==> src/rtl/master_port.sv <==
// Master-side request stage: buffers local commands, drives the req/ack handshake and returns read data.
// Optional ack watchdog enabled by defining MASTER_TIMEOUT_EN.
module master_port #(
  parameter int DATA_WIDTH      = 16,
  parameter int ADDR_WIDTH      = 32,
  parameter int FIFO_DEPTH      = 4,
  parameter int MAX_OUTSTANDING = 4,
  parameter int TIMEOUT_CYCLES  = 64
) (
  input  logic                  clk_pll,
  input  logic                  rst_in,
  input  logic                  cmd_valid,
  output logic                  cmd_ready,
  input  logic                  cmd_we,
  input  logic [ADDR_WIDTH-1:0] cmd_addr,
  input  logic [DATA_WIDTH-1:0] cmd_wdata,
  output logic                  master_req,
  output logic                  master_cmd,
  output logic [ADDR_WIDTH-1:0] master_addr,
  output logic [DATA_WIDTH-1:0] master_wdata,
  input  logic                  master_ack,
  input  logic                  master_resp,
  input  logic [DATA_WIDTH-1:0] master_rdata,
  output logic                  rd_valid,
  output logic [DATA_WIDTH-1:0] rd_data,
  output logic [2:0]            outstanding,
  output logic                  busy,
  output logic                  err_unexp,
  output logic                  err_timeout
);

  localparam int PTR_W = $clog2(FIFO_DEPTH);
  localparam int PW    = PTR_W + 1;

  typedef enum logic {IDLE, REQ} state_e;

  typedef struct packed {
    logic                  we;
    logic [ADDR_WIDTH-1:0] addr;
    logic [DATA_WIDTH-1:0] wdata;
  } cmd_t;

  cmd_t            fifo_mem [FIFO_DEPTH];
  logic [PW-1:0]   wr_ptr_q, wr_ptr_d, rd_ptr_q, rd_ptr_d;
  state_e          state_q, state_d;
  logic            master_req_q, master_req_d;
  cmd_t            issue_q, issue_d;
  logic [2:0]      outstanding_q, outstanding_d;
  logic            rd_valid_q, rd_valid_d;
  logic [DATA_WIDTH-1:0] rd_data_q, rd_data_d;
  logic            err_unexp_q, err_unexp_d;

  logic            empty, full, push, pop;
  logic            rd_ack, resp_ok, head_credit, timeout_hit;
  logic [3:0]      credit_base;
  cmd_t            head;

  // Extra wrap bit distinguishes full from empty when the index bits match.
  assign empty = (wr_ptr_q == rd_ptr_q);
  assign full  = (wr_ptr_q[PTR_W] != rd_ptr_q[PTR_W]) &&
                 (wr_ptr_q[PTR_W-1:0] == rd_ptr_q[PTR_W-1:0]);
  assign push  = cmd_valid && !full;
  assign head  = fifo_mem[rd_ptr_q[PTR_W-1:0]];

  assign rd_ack  = master_req_q && master_ack && !issue_q.we;
  assign resp_ok = master_resp && (outstanding_q != 3'd0);

  // Credit counts the read being acked this cycle so back-to-back issue never overshoots.
  assign credit_base = {1'b0, outstanding_q} + {3'b000, rd_ack};
  assign head_credit = head.we || (credit_base < 4'(MAX_OUTSTANDING));

`ifdef MASTER_TIMEOUT_EN
  localparam logic [7:0] WD_LAST = 8'(TIMEOUT_CYCLES - 1);
  logic [7:0] wd_q, wd_d;
  logic       err_timeout_q, err_timeout_d;

  assign timeout_hit = (state_q == REQ) && !master_ack && (wd_q == WD_LAST);

  always_comb begin
    wd_d          = ((state_q == REQ) && !master_ack && !timeout_hit) ? wd_q + 8'd1 : 8'd0;
    err_timeout_d = err_timeout_q || timeout_hit;
  end

  always_ff @(posedge clk_pll or negedge rst_in) begin
    if (!rst_in) begin
      wd_q          <= 8'd0;
      err_timeout_q <= 1'b0;
    end else begin
      wd_q          <= wd_d;
      err_timeout_q <= err_timeout_d;
    end
  end

  assign err_timeout = err_timeout_q;
`else
  assign timeout_hit = 1'b0;
  assign err_timeout = 1'b0;
`endif

  always_comb begin
    // NOTE: every always_comb output gets a default first so no path leaves it unassigned (no latch).
    state_d      = state_q;
    master_req_d = master_req_q;
    issue_d      = issue_q;
    pop          = 1'b0;
    unique case (state_q)
      IDLE: begin
        if (!empty && head_credit) begin
          pop          = 1'b1;
          issue_d      = head;
          master_req_d = 1'b1;
          state_d      = REQ;
        end
      end
      REQ: begin
        if (master_ack) begin
          if (!empty && head_credit) begin
            pop     = 1'b1;
            issue_d = head;
          end else begin
            master_req_d = 1'b0;
            state_d      = IDLE;
          end
        end else if (timeout_hit) begin
          master_req_d = 1'b0;
          state_d      = IDLE;
        end
      end
    endcase

    wr_ptr_d = wr_ptr_q + PW'(push);
    rd_ptr_d = rd_ptr_q + PW'(pop);

    unique case ({rd_ack, resp_ok})
      2'b10:   outstanding_d = outstanding_q + 3'd1;
      2'b01:   outstanding_d = outstanding_q - 3'd1;
      default: outstanding_d = outstanding_q;
    endcase

    rd_valid_d  = resp_ok;
    rd_data_d   = resp_ok ? master_rdata : rd_data_q;
    err_unexp_d = err_unexp_q || (master_resp && (outstanding_q == 3'd0));
  end

  // NOTE: sequential state uses non-blocking assignments so all flops update together on the edge.
  always_ff @(posedge clk_pll or negedge rst_in) begin
    if (!rst_in) begin
      state_q       <= IDLE;
      master_req_q  <= 1'b0;
      issue_q       <= '0;
      wr_ptr_q      <= '0;
      rd_ptr_q      <= '0;
      outstanding_q <= 3'd0;
      rd_valid_q    <= 1'b0;
      rd_data_q     <= '0;
      err_unexp_q   <= 1'b0;
    end else begin
      state_q       <= state_d;
      master_req_q  <= master_req_d;
      issue_q       <= issue_d;
      wr_ptr_q      <= wr_ptr_d;
      rd_ptr_q      <= rd_ptr_d;
      outstanding_q <= outstanding_d;
      rd_valid_q    <= rd_valid_d;
      rd_data_q     <= rd_data_d;
      err_unexp_q   <= err_unexp_d;
    end
  end

  // NOTE: storage is not reset; the pointers alone define which entries are valid.
  always_ff @(posedge clk_pll) begin
    if (push) fifo_mem[wr_ptr_q[PTR_W-1:0]] <= '{we: cmd_we, addr: cmd_addr, wdata: cmd_wdata};
  end

  assign cmd_ready    = !full;
  assign master_req   = master_req_q;
  assign master_cmd   = issue_q.we;
  assign master_addr  = issue_q.addr;
  assign master_wdata = issue_q.wdata;
  assign rd_valid     = rd_valid_q;
  assign rd_data      = rd_data_q;
  assign outstanding  = outstanding_q;
  assign err_unexp    = err_unexp_q;
  assign busy         = !empty || master_req_q || (outstanding_q != 3'd0);

endmodule
==> config.mk <==
export PLATFORM = sky130hd
export DESIGN_NAME = master_port
export DESIGN_NICKNAME = d
export VERILOG_FILES = /design/src/rtl/master_port.sv
export SDC_FILE = /design/constraint.sdc
export NUM_CORES = 1
export LEC_CHECK = 0
export ABC_AREA = 1
export ABC_CLOCK_PERIOD_IN_PS = 6000
export CORE_ASPECT_RATIO = 0.7
export CORE_UTILIZATION = 44
export CTS_CLUSTER_DIAMETER = 150
export DETAILED_ROUTE_END_ITERATION = 12
export GPL_ROUTABILITY_DRIVEN = 0
export PLACE_DENSITY_LB_ADDON = 0.12
export RECOVER_POWER = 100
export SLEW_MARGIN = 20
export SYNTH_ARGS = -nofsm -noshare
export SYNTH_HDL_FRONTEND = slang
export SYNTH_SLANG_ARGS = --single-unit
==> constraint.sdc <==
create_clock -name clk_pll -period 6 [get_ports clk_pll]
set_input_delay 1.2 -clock clk_pll [delete_from_list [all_inputs] [get_ports clk_pll]]
set_output_delay 1.2 -clock clk_pll [all_outputs]
set_load 0.005 [all_outputs]
==> results of run 1 <==
-- cell families (layout without fill, tap and decap cells) --
group,count (synthesis),after routing,share of synthesized area
DFF,274,274,0.759
buffers and inverters,61,217,0.0273
and+or+nand+nor,225,225,0.0859
adders and majority gates,6,6,0.00799
xor gates and xnor gates,7,7,0.00666
AOI/OAI and AO/OA,197,197,0.113
other,1,1,0.000363
-- cells in the final DEF, fill, tap and decap left out, types with 3 or more instances in the layout --
cell type	instances
nor2_1	97
xor2_1	3
clkbuf_8	5
clkdlybuf4s50_1	18
xnor2_1	4
clkinv_1	4
o21ai_0	145
nor3_1	4
clkbuf_16	27
clkbuf_1	18
dlygate4sd3_1	123
nand3_1	6
inv_1	14
nand2_1	114
o22a_1	48
edfxtp_1	196
dfrtp_1	76
ha_1	5
-- sequential cells by signal, indices dropped and copies added, names as in the netlist, 3 cells and up --
signal        count
fifo_mem        196
master_addr      32
master_wdata     16
rd_data          16
outstanding       3
rd_ptr_q          3
wr_ptr_q          3
-- metal layers --
metal,up-vias,wire length (microns),track usage
met5,-,27,0
met4,4,390,0.0462
met3,30,1050,0.0368
met2,137,10400,0.304
met1,3165,9820,0.251
li1,3027,-,-
-- critical path, stage by stage, from the launching register on --
cell and delay [ps]:
dfrtp_4 850, inv_4 870, nand2_1 110, nand3_1 110, nand2_1 100, nand2_1 110, nand3_1 1130, buf_12 630
o21ai_0 220
-- cell type report --
class	count	area [sq um]	area share
flip-flops and latches	274	7840	0.612
well taps	312	390	0.0305
multi-input cells	436	2190	0.171
clock inverters	7	81.3	0.00634
repair buffers	152	1470	0.115
clock buffers	41	778	0.0607
inverters	17	66.3	0.00517
-- metrics by stage --
step	cell area [sq um]	utilization	hold WS [ps]	setup WS [ps]
finish	12800	0.561	474	1740
global route	12800	0.561	489	1240
CTS	12900	0.564	481	1940
detailed placement	12000	0.526	464	2140
global placement	12000	0.526	462	2280
floorplan	10300	-	459	834
-- final timing paths --
check | endpoint | slack, ps | depth (start not counted)
worst max-delay path | master_addr[26] | 1740 | 8
worst min-delay path | rd_data[0] | 470 | 2
worst max register to register | master_addr[26] | 1740 | 8
worst min register to register | rd_data[0] | 470 | 2
max in group asynchronous | rd_ptr_q[0] | 3260 | 2
min in group asynchronous | master_addr[10] | 1130 | 1
-- report_power, final --
part           internal (mW)  leakage, nW  total, mW  switching (mW)
combinational          0.860         1.63       2.04            1.18
sequential              2.65         2.74       3.00           0.351
clock                  0.972        0.420       1.63           0.655
total                   4.48         4.79       6.67            2.19
==> run metrics, run 1 <==
Clock Root Buffer=clkbuf_16; drt pass-1 iters=4; fin cells=approximately 1,200; Routed WL=21,700 microns; initial antenna violation count=2; Initial Util=0.452; Nets=roughly 980; cts bufs inserted=26; vias per std cell=roughly 5.1; worst r2r src=rd_ptr_q[0]; ranking of synthesized cells by area=edfxtp_1, dfrtp_1, o21ai_0; commonest cells in the netlist=edfxtp_1, o21ai_0, nand2_1, nor2_1, dfrtp_1; Site Rows=46; Worst Setup SP=rd_ptr_q[0]; Vias=approximately 6,400; worst-margin pin slew=1740 ps; setup_tns=0 ps; Critical Path Sink Type=register; DP Wirelength=roughly 12,000 microns; CTS tree=yes; Post-Syn Nets=roughly 850; CP arrival=4680 ps; I/O Buffers=142; CTS Sinks=about 270; Starting DRT DRC Count=around 470; Post-route DRC=0; CP Max Fanout=101; Worst VDD drop=0.000328 V; register area share after synthesis=0.759; die area=between 20,000 and 25,000 sq um; total of max-cap violations=10; Main synth FF type=edfxtp_1; Max Fclk=around 230 MHz; final worst path period need=between 4000 and 5000 ps; chip width=185 microns; Overflow after GRT=0; synth unique cells=31; syn avg cell area=between 10 and 15 sq um; crit path kind=reg2reg; CP Launch Type=register; placed insts=around 1,200; # IOs=roughly 140; fill count=approximately 1,900; Final period util=0.709; post-CTS sizing=0; pin count of the biggest net entering global routing=102; final hold viol count=0; Final Max Tran Viols=280; number of enable flip-flop cells after synthesis=around 200; post-synth top area cell=edfxtp_1; CTS Hold Buffers Added=0; Max-slew headroom=-0.162; Syn Inst Count=just under 800; clock buffer depth=3; outcome=finished with violations; pwr dens=approximately 520 nW/um^2; first-pass GRT wire length=between 30,000 and 40,000 microns; mapped cell area=a little over 10,000 sq um; Req. time, crit path=roughly 6400 ps; leak pwr=around 4.8 nW; Clock transition at path regs=60 ps; failing checks=capacitance limit, slew limit; Die Y=about 130 microns; # setup viols final=0; ys async rst share=0.285; most numerous cell in the Yosys netlist=edfxtp_1; register bit total from synthesis=274; postcts setup bufs=0; clk_lat worst skew=roughly 520 ps; Setup Skew=approximately 7.0 ps; synth warn=0; number of global-route vias before repair=6,409; share of the synthesized area in the top cell type=0.570; diode count=0; post-DR wirelength/cell=between 15 and 20 microns; Area growth syn-to-layout=24.1%; share of layout cells above drive strength 1=0.0475; RSZ-0062 raised after global routing=no; Overall Power=6.67 mW; Hold WC Path Type=reg2reg; Worst Hold Launch=rd_data[0]; number of routed nets with antenna violations=0; total number of H-tree levels=1; total track usage=0.184; CORE AREA=approximately 23,000 sq um
No activity file was read; power rests on OpenSTA's default activity.
==> run 2: changes to the inputs <==
- ABC_CLOCK_PERIOD_IN_PS: 6000 -> 3900
- clock period: 6 -> 3.9 ns (I/O delays scaled with it)
==> run metrics, run 2 (synthesized netlist as in run 1, its figures left out) <==
cts bufs inserted=27 (+3.8%); share of layout cells above drive strength 1=0.0579 (+0.0104); RSZ-0062 raised after global routing=no; Clock transition at path regs=60 ps (about the same); Overflow after GRT=0 (unchanged); clock buffer depth=3 (unchanged); Max Fclk=319 MHz; Max-slew headroom=-0.276 (-0.114); Hold Slack=478 ps (+4.05 ps); drt pass-1 iters=4 (unchanged); Post-route DRC=0 (unchanged); Die Y=130 microns (unchanged); post-CTS sizing=0 (unchanged); pwr dens=810 nW/um^2 (+56%); commonest non-fill, non-tap cell in the layout=edfxtp_1; CTS tree=yes; commonest non-fill, non-tap cells in the layout=edfxtp_1, o21ai_0, dlygate4sd3_1; CTS Hold Buffers Added=0 (unchanged); chip width=185 microns (unchanged); clk_lat worst skew=530 ps (about the same); I/O Buffers=142 (unchanged); first-pass GRT wire length=35,200 microns (+3.5%); total of max-cap violations=6 (-4); outcome=finished with violations; worst-margin pin slew=1910 ps (+171 ps); CORE AREA=22,800 sq um (unchanged); design area=12,900 sq um (+0.55%); post-DR wirelength/cell=18.6 microns (+6.3%); Overall Power=10.4 mW (+57%); dpl cell area=12,100 sq um (+0.44%); Starting DRT DRC Count=338 (-29%); pin count of the biggest net entering global routing=94 (-7.8%); Req. time, crit path=3120 ps (-3300 ps); vias per std cell=5.18 (+0.92%); CP Max Fanout=9 (-91%); failing checks=capacitance limit, slew limit; Hold WC Path Type=reg2reg; initial antenna violation count=5 (+3); fin util=0.564 (+0.00307); Site Rows=46 (unchanged); final hold viol count=0 (unchanged); Initial Util=0.452 (unchanged); # IOs=144 (unchanged); postcts setup bufs=0 (unchanged); Worst VDD drop=0.000420 V (+28%); Vias=6,463 (+1.6%); die area=24,100 sq um (unchanged); Final Max Tran Viols=262 (-6.4%); number of global-route vias before repair=6,442 (+0.51%); fill count=1,884 (+0.69%); CP Launch Type=register; Final period util=0.804; number of routed nets with antenna violations=0 (unchanged); CTS Sinks=274 (unchanged); Clock Root Buffer=clkbuf_16; Critical Path Sink Type=output port; Area growth syn-to-layout=24.8%; max reg flops=196 (unchanged); final worst path period need=3130 ps; DP Wirelength=13,100 microns (+5.6%); total number of H-tree levels=1 (unchanged); total track usage=0.194 (+0.0103); Setup Skew=15.6 ps (+8.56 ps); Nets=990 (+0.71%); # setup viols final=0 (unchanged); CP arrival=2350 ps (-2330 ps); Routed WL=23,200 microns (+7.0%); crit path kind=reg2out; placed insts=1,197 (+0.59%); leak pwr=4.83 nW (+0.97%); fin cells=1,247 (+0.65%)
[run 2: cell types whose count changed in the layout (fill, tap and decap cells not counted), sizes merged]
cell / previous run / this run
buf: 2 / 4
bufinv: 2 / 4
clkbuf: 50 / 45
clkdlybuf4s50: 18 / 20
clkinv: 6 / 10
clkinvlp: 0 / 2
diode: 0 / 2
dlygate4sd3: 123 / 121
inv: 16 / 17
[run 2: final timing paths]
kind                                       from                to  slack [ps]  cells after the start
worst min register to register  master_wdata[2]   master_wdata[2]         480                      2
worst max register to register      rd_ptr_q[0]   master_addr[17]         920                      4
min in group asynchronous                rst_in    master_addr[8]         780                      1
max in group asynchronous                rst_in  master_wdata[12]        1620                      2
worst max-delay path                rd_ptr_q[0]              busy         770                      4
worst min-delay path            master_wdata[2]   master_wdata[2]         480                      2
[run 2: metal layers]
metal  up-vias  part of all wire  global-route usage
met5         -            0.0017                   0
met4         6             0.017              0.0486
met3        38             0.048              0.0357
met2       139              0.49               0.337
met1      3241              0.44               0.253
li1       3039                 -                   -
[run 2: worst max-delay path, stage by stage, from the launching register on]
cell	delay [ps]
dfrtp_1	520
xnor2_1	270
nand3_1	220
or3_1	360
clkdlybuf4s50_1	460
[run 2: through the flow]
stage / TNS, ps / setup WS, ps
floorplan: -171410 / -875
global placement: 0 / 1020
detailed placement: 0 / 960
CTS: 0 / 848
global route: 0 / 625
finish: 0 / 765
[run 2: final cells by class]
cell class,instances,area (sq um),area share
flip-flops and latches,274,7840,0.608
multi-input cells,436,2200,0.170
repair buffers,158,1500,0.116
clock buffers,32,714,0.0554
well taps,312,390,0.0303
clock inverters,16,183,0.0142
inverters,17,66.3,0.00514
diodes,2,5.00,0.000388
[run 2: where the power goes]
part           switching (mW)  internal (mW)  total [mW]
combinational            2.09           1.32        3.42
sequential              0.336           4.08        4.41
clock                    1.05           1.57        2.61
total                    3.47           6.96        10.4
